### src/rtl/hex_scan_if.sv
// Bundle between the scan controller and its value/driver side: value inputs in, serial-driver frame out.
interface hex_scan_if #(
    parameter int NUM_DIGITS = 8
);
    logic                      disp_en;
    logic [4*NUM_DIGITS-1:0]   hex_in;
    logic [NUM_DIGITS-1:0]     dp_in;
    logic [NUM_DIGITS-1:0]     blank_in;
    logic [15:0]               frame_data;
    logic                      frame_ld;
    logic [2:0]                digit_idx;
    logic                      round_done;

    modport master (
        input  disp_en, hex_in, dp_in, blank_in,
        output frame_data, frame_ld, digit_idx, round_done
    );

    modport slave (
        output disp_en, hex_in, dp_in, blank_in,
        input  frame_data, frame_ld, digit_idx, round_done
    );
endinterface

### src/rtl/hex_scan_ctrl.sv
// Time-multiplexed 7-segment scan controller: snapshots a hex word once per round and emits one
// {seg, sel} frame per digit with a load strobe, dwelling SCAN_DIV clocks per digit.
module hex_scan_ctrl #(
    parameter int NUM_DIGITS = 8,
    parameter int SCAN_DIV   = 50000,
    parameter bit ACTIVE_LOW = 1'b1
) (
    input  logic        clk,
    input  logic        rst,
    hex_scan_if.master  bus
);
    localparam int              CNT_W     = $clog2(SCAN_DIV);
    localparam logic [CNT_W-1:0] CNT_LAST = CNT_W'(SCAN_DIV - 2);
    localparam logic [2:0]      IDX_LAST  = 3'(NUM_DIGITS - 1);
    localparam logic [15:0]     FRAME_RST = ACTIVE_LOW ? 16'hFFFF : 16'h0000;

    typedef enum logic [1:0] {S_SNAP, S_LOAD, S_HOLD} state_t;

    state_t                  state_q, state_d;
    logic [CNT_W-1:0]        cnt_q, cnt_d;
    logic [2:0]              idx_q, idx_d;
    logic [4*NUM_DIGITS-1:0] hex_q, hex_d;
    logic [NUM_DIGITS-1:0]   dp_q, dp_d;
    logic [NUM_DIGITS-1:0]   blank_q, blank_d;
    logic                    en_q, en_d;
    logic [15:0]             frame_q, frame_d;
    logic                    ld_q, ld_d;
    logic [2:0]              didx_q, didx_d;
    logic                    done_q, done_d;

    function automatic logic [6:0] seg7(input logic [3:0] n);
        case (n)
            4'h0: seg7 = 7'h3F;  4'h1: seg7 = 7'h06;  4'h2: seg7 = 7'h5B;  4'h3: seg7 = 7'h4F;
            4'h4: seg7 = 7'h66;  4'h5: seg7 = 7'h6D;  4'h6: seg7 = 7'h7D;  4'h7: seg7 = 7'h07;
            4'h8: seg7 = 7'h7F;  4'h9: seg7 = 7'h6F;  4'hA: seg7 = 7'h77;  4'hB: seg7 = 7'h7C;
            4'hC: seg7 = 7'h39;  4'hD: seg7 = 7'h5E;  4'hE: seg7 = 7'h79;  default: seg7 = 7'h71;
        endcase
    endfunction

    // Frame is built active-high and inverted at the end for common-anode parts.
    function automatic logic [15:0] build_frame(
        input logic [2:0]              idx,
        input logic [4*NUM_DIGITS-1:0] hex,
        input logic [NUM_DIGITS-1:0]   dps,
        input logic [NUM_DIGITS-1:0]   blanks,
        input logic                    en
    );
        logic [3:0] nib;
        logic       dp;
        logic       blk;
        logic [7:0] seg;
        logic [7:0] sel;
        nib = '0;
        dp  = 1'b0;
        blk = 1'b0;
        sel = '0;
        for (int k = 0; k < NUM_DIGITS; k++) begin
            if (3'(k) == idx) begin
                nib    = hex[4*k +: 4];
                dp     = dps[k];
                blk    = blanks[k];
                sel[k] = 1'b1;
            end
        end
        seg = blk ? 8'h00 : {dp, seg7(nib)};
        if (!en) begin
            seg = 8'h00;
            sel = 8'h00;
        end
        build_frame = ACTIVE_LOW ? ~{seg, sel} : {seg, sel};
    endfunction

    always_ff @(posedge clk or posedge rst) begin
        if (rst) begin
            state_q <= S_SNAP;
            cnt_q   <= '0;
            idx_q   <= '0;
            hex_q   <= '0;
            dp_q    <= '0;
            blank_q <= '0;
            en_q    <= 1'b0;
            frame_q <= FRAME_RST;
            ld_q    <= 1'b0;
            didx_q  <= '0;
            done_q  <= 1'b0;
        end else begin
            state_q <= state_d;
            cnt_q   <= cnt_d;
            idx_q   <= idx_d;
            hex_q   <= hex_d;
            dp_q    <= dp_d;
            blank_q <= blank_d;
            en_q    <= en_d;
            frame_q <= frame_d;
            ld_q    <= ld_d;
            didx_q  <= didx_d;
            done_q  <= done_d;
        end
    end

    // done_d looks one cycle ahead so round_done shows during the final hold cycle.
    always_comb begin
        state_d = state_q;
        cnt_d   = cnt_q;
        idx_d   = idx_q;
        hex_d   = hex_q;
        dp_d    = dp_q;
        blank_d = blank_q;
        en_d    = en_q;
        frame_d = frame_q;
        ld_d    = 1'b0;
        didx_d  = didx_q;
        done_d  = 1'b0;
        case (state_q)
            S_SNAP: begin
                hex_d   = bus.hex_in;
                dp_d    = bus.dp_in;
                blank_d = bus.blank_in;
                en_d    = bus.disp_en;
                state_d = S_LOAD;
            end
            S_LOAD: begin
                frame_d = build_frame(idx_q, hex_q, dp_q, blank_q, en_q);
                ld_d    = 1'b1;
                didx_d  = idx_q;
                cnt_d   = '0;
                state_d = S_HOLD;
                done_d  = (CNT_LAST == '0) && (idx_q == IDX_LAST);
            end
            S_HOLD: begin
                if (cnt_q == CNT_LAST) begin
                    if (idx_q == IDX_LAST) begin
                        idx_d   = '0;
                        state_d = S_SNAP;
                    end else begin
                        idx_d   = idx_q + 3'd1;
                        state_d = S_LOAD;
                    end
                end else begin
                    cnt_d  = cnt_q + 1'b1;
                    done_d = (cnt_d == CNT_LAST) && (idx_q == IDX_LAST);
                end
            end
            default: state_d = S_SNAP;
        endcase
    end

    assign bus.frame_data = frame_q;
    assign bus.frame_ld   = ld_q;
    assign bus.digit_idx  = didx_q;
    assign bus.round_done = done_q;
endmodule

### src/flat_wrapper.sv
// flat-port wrapper written by rule: the top's interface ports become plain ports
module hex_scan_ctrl_flat 
#(
    parameter int NUM_DIGITS = 8,
    parameter int SCAN_DIV   = 50000,
    parameter bit ACTIVE_LOW = 1'b1
)
  (clk, rst, bus_disp_en, bus_hex_in, bus_dp_in, bus_blank_in, bus_frame_data, bus_frame_ld, bus_digit_idx, bus_round_done);
  hex_scan_if #(.NUM_DIGITS(NUM_DIGITS)) bus_i ();
  input  logic clk;
  input  logic rst;
  input wire logic [$bits(bus_i.disp_en)-1:0] bus_disp_en;
  input wire logic [$bits(bus_i.hex_in)-1:0] bus_hex_in;
  input wire logic [$bits(bus_i.dp_in)-1:0] bus_dp_in;
  input wire logic [$bits(bus_i.blank_in)-1:0] bus_blank_in;
  output wire logic [$bits(bus_i.frame_data)-1:0] bus_frame_data;
  output wire logic [$bits(bus_i.frame_ld)-1:0] bus_frame_ld;
  output wire logic [$bits(bus_i.digit_idx)-1:0] bus_digit_idx;
  output wire logic [$bits(bus_i.round_done)-1:0] bus_round_done;
  assign bus_i.disp_en = bus_disp_en;
  assign bus_i.hex_in = bus_hex_in;
  assign bus_i.dp_in = bus_dp_in;
  assign bus_i.blank_in = bus_blank_in;
  assign bus_frame_data = bus_i.frame_data;
  assign bus_frame_ld = bus_i.frame_ld;
  assign bus_digit_idx = bus_i.digit_idx;
  assign bus_round_done = bus_i.round_done;
  hex_scan_ctrl #(.NUM_DIGITS(NUM_DIGITS), .SCAN_DIV(SCAN_DIV), .ACTIVE_LOW(ACTIVE_LOW)) u_core (.clk(clk), .rst(rst), .bus(bus_i));
endmodule
### config.mk
export PLATFORM = sky130hd
export DESIGN_NAME = hex_scan_ctrl_flat
export DESIGN_NICKNAME = d
export VERILOG_FILES = /design/src/rtl/hex_scan_if.sv /design/src/rtl/hex_scan_ctrl.sv /design/src/flat_wrapper.sv
export SDC_FILE = /design/constraint.sdc
export NUM_CORES = 1
export LEC_CHECK = 0
export ABC_AREA = 1
export BUFFER_PORTS_ARGS = -buffer_cell sky130_fd_sc_hd__buf_4
export CELL_PAD_IN_SITES_DETAIL_PLACEMENT = 1
export CELL_PAD_IN_SITES_GLOBAL_PLACEMENT = 2
export CORE_MARGIN = 2
export CORE_UTILIZATION = 30
export DETAILED_ROUTE_END_ITERATION = 8
export HOLD_SLACK_MARGIN = 0.15
export PLACE_DENSITY_LB_ADDON = 0.1
export SETUP_SLACK_MARGIN = 0.1
export SYNTH_ARGS = -nofsm -noshare
export SYNTH_HDL_FRONTEND = slang
export SYNTH_SLANG_ARGS = --single-unit
### constraint.sdc
create_clock -name clk -period 3 [get_ports clk]
set_input_delay 0.6 -clock clk [delete_from_list [all_inputs] [get_ports clk]]
set_output_delay 0.6 -clock clk [all_outputs]
set_load 0.02 [all_outputs]
==> impl_metrics.env <==
export IMPL_grt_usage=0.1727
export IMPL_timing_hold_ws_ns=0.3486
export IMPL_finalSetupViolations=0
export IMPL_fin_util=0.3855
export IMPL_tns_ns=0
export IMPL_clock_path_buffers=2
export IMPL_synth_cells=552
export IMPL_critical_path_class="reg -> reg"
export IMPL_ir_drop_mv=0.2464
export IMPL_fin_skew_ns=0.004263
export IMPL_leakagePower_nw=2.743
export IMPL_cts_hold_buffers=0
export IMPL_cts_tree="built"
export IMPL_fmax_ghz=0.3947
export IMPL_routedWlPerCell_um=16.01
export IMPL_clock_sinks=91
export IMPL_synthTopCellsByArea="dfrtp_1, dfstp_2, nand2_1"
export IMPL_portBuffers=71
export IMPL_finalHoldViolCount=0
export IMPL_wl_um=13210
export IMPL_drive_gt1_frac=0.2637
export IMPL_area_delta_synth_final_pct=25.57
export IMPL_grt_max_degree=54
export IMPL_yosys_area_top_type="dfrtp_1"
export IMPL_synth_edf_count=0
export IMPL_syn_num_nets=618
export IMPL_overflow=0
export IMPL_antennaDiodeCount=0
export IMPL_r2r_start="u_core.idx_q[1]"
export IMPL_period_minus_slack_ns=2.534
export IMPL_total_power_w=0.002774
export IMPL_row_count=45
export IMPL_cp_common_cell="nand2_1"
export IMPL_yosys_warnings=0
export IMPL_first_pass_iters=4
export IMPL_slowest_delay_ns=0.40
export IMPL_start_util=0.3070
export IMPL_fillers=1808
export IMPL_p_per_area_mw_per_mm2=475.2
export IMPL_drt_iter0_drc=103
export IMPL_cp_start_kind="flip-flop"
export IMPL_timing_rr_end="u_core.bus.frame_data[14]"
export IMPL_critPathSlowestCell="dfrtp_1"
export IMPL_synth_top_cell_area_share=0.4037
export IMPL_synth_seq_area_share=0.4941
export IMPL_status="completed"
export IMPL_die_w_um=128.5
export IMPL_clk_pin_slew_worst_paths_ns=0.07
export IMPL_die_h_um=128.5
export IMPL_synth_distinct_cells=30
export IMPL_crit_path_end_kind="flip-flop"
export IMPL_r2r_cells=21
export IMPL_crit_arrival_ns=2.82
export IMPL_nets=698
export IMPL_max_slew_margin=0.5528
export IMPL_worst_path_max_fanout=7
export IMPL_io_pins=72
export IMPL_crit_chain="inv_1, ha_2, inv_2, nor2_4, nand2_1, nand3_1, nand3_1, nand2_1, nand2_1, nand2_1, nand2_1, nand2_1, nand2_1, inv_2, ha_1, inv_1, nand2_2, nand2_1, nor2_1, nor2_1, nor2_1"
export IMPL_cap_violations=0
export IMPL_h_tree_depth=3
export IMPL_r2r_slack_ns=0.47
export IMPL_hold_class="in -> async"
export IMPL_synthArstFlopShare=1.000
export IMPL_fin_crit_sh=0.8445
export IMPL_die_area_mm2=0.01651
export IMPL_final_antenna_net_count=0
export IMPL_hpwlAfterDp_um=9703
export IMPL_root_buffer="clkbuf_16"
export IMPL_crit_buf_inv=4
export IMPL_cp_top_family="simple AND/OR/NAND/NOR gates"
export IMPL_critPathRequiredTime_ns=3.29
export IMPL_drc_errors=0
export IMPL_rsz0062_at_grt="true"
export IMPL_vias_per_cell=4.721
export IMPL_ys_ff_latch=91
export IMPL_slew_viol_final=0
export IMPL_coreArea_mm2=0.01515
export IMPL_cts_buffers=9
export IMPL_antenna_found_initial=0
export IMPL_yosysMostFrequentCell="nand2_1"
export IMPL_netlist_top_cells_count="nand2_1, inv_1, dfrtp_1"
export IMPL_place_congestion=0.7920
export IMPL_via_count=3895
export IMPL_first_global_vias=4261
export IMPL_synth_ff_type="dfrtp_1"
export IMPL_synthesis_area_mm2=0.004649
export IMPL_grt_pass1_wl_um=22140
export IMPL_clk_latency_ns=0.35
export IMPL_postSynthAreaPerCell_um2=8.423
export IMPL_max_slew_worst_pin_slew_ns=0.6693
kinds of logic after synthesis:
logic type      count (synthesis)  synth area share
compound gates                 95            0.1079
buf+inv                        98           0.07939
flops                          91            0.4941
simple gates                  221            0.2067
mux                            21           0.05086
xor+xnor                       11           0.02072
fa+ha+maj                      15           0.04037
metrics by stage:
step | instances | worst slack, ns | cell area [um2]
final | 825 | 0.4664 | 5838
after global routing | 825 | 0.09231 | 5838
after CTS | 825 | 0.2409 | 5809
after detailed placement | 809 | 0.2930 | 5479
after global placement | 809 | 0.3640 | 5479
after floorplan | 552 | 0.7926 | 4653
state kept, by name (all words and copies together) (netlist names):
| register | count |
|---|---|
| u_core.bus.frame_data | 16 |
| u_core.dp_q | 8 |
| u_core.bus.round_done | 1 |
| u_core.bus.frame_ld | 1 |
| u_core.bus.digit_idx | 3 |
| u_core.blank_q | 8 |
| u_core.idx_q | 3 |
| u_core.en_q | 1 |
| u_core.cnt_q | 16 |
| u_core.state_q | 2 |
| u_core.hex_q | 32 |
cell usage in the layout, fill, tap and decap left out, drive strengths merged, types with 2 or more instances in the layout:
cell type / instances
clkbuf: 12
xor2: 11
o21ai: 61
buf: 80
nand3: 36
or2: 2
nand2: 120
bufinv: 2
inv: 85
clkinv: 3
nor4: 2
nor3: 7
nor2: 49
dfrtp: 75
o22ai: 9
a21oi: 22
dfstp: 16
ha: 15
mux2: 21
nand4: 4
final cells by class:
| cell class | count | area, um2 | area share |
|---|---|---|---|
| Clock buffer | 12 | 256.5 | 0.04393 |
| Clock inverter | 4 | 73.82 | 0.01264 |
| Inverter | 87 | 330.3 | 0.05658 |
| Multi-Input combinational cell | 363 | 2018 | 0.3457 |
| Sequential cell | 91 | 2298 | 0.3937 |
| Tap cell | 188 | 235.2 | 0.04029 |
| Timing Repair Buffer | 80 | 625.6 | 0.1072 |
how the worst max path moves through the flow:
stage                     from                         to  slack, ns  cells after the start
2_1_floorplan  u_core.idx_q[0]  u_core.bus.frame_data[11]       0.79                     17
3_3_place_gp   u_core.idx_q[2]  u_core.bus.frame_data[11]       0.36                     18
3_5_place_dp   u_core.idx_q[2]  u_core.bus.frame_data[11]       0.29                     18
4_1_cts        u_core.idx_q[2]  u_core.bus.frame_data[11]       0.24                     18
5_1_grt        u_core.idx_q[1]  u_core.bus.frame_data[14]       0.09                     21
6_report       u_core.idx_q[1]  u_core.bus.frame_data[14]       0.47                     21
layer usage:
metal | track usage | vias to the layer above | part of all wire
li1 | - | 1919 | -
met1 | 0.2371 | 1907 | 0.49
met2 | 0.2794 | 56 | 0.46
met3 | 0.02827 | 13 | 0.029
met4 | 0.05754 | 0 | 0.015
met5 | 0 | - | 0
power breakdown:
group / leakage (nW) / switching, W / internal [W]
Sequential: 1.07 / 0.0000201 / 0.00127
Combinational: 1.51 / 0.000104 / 0.0000924
Clock: 0.163 / 0.000509 / 0.000777
Total: 2.74 / 0.000633 / 0.00214
timing repair:
item,in CTS,in global routing
gates resized for setup,0,10
setup endpoints to repair,0,7
buffers inserted,0,0
Power figures use the tool's default switching activity.
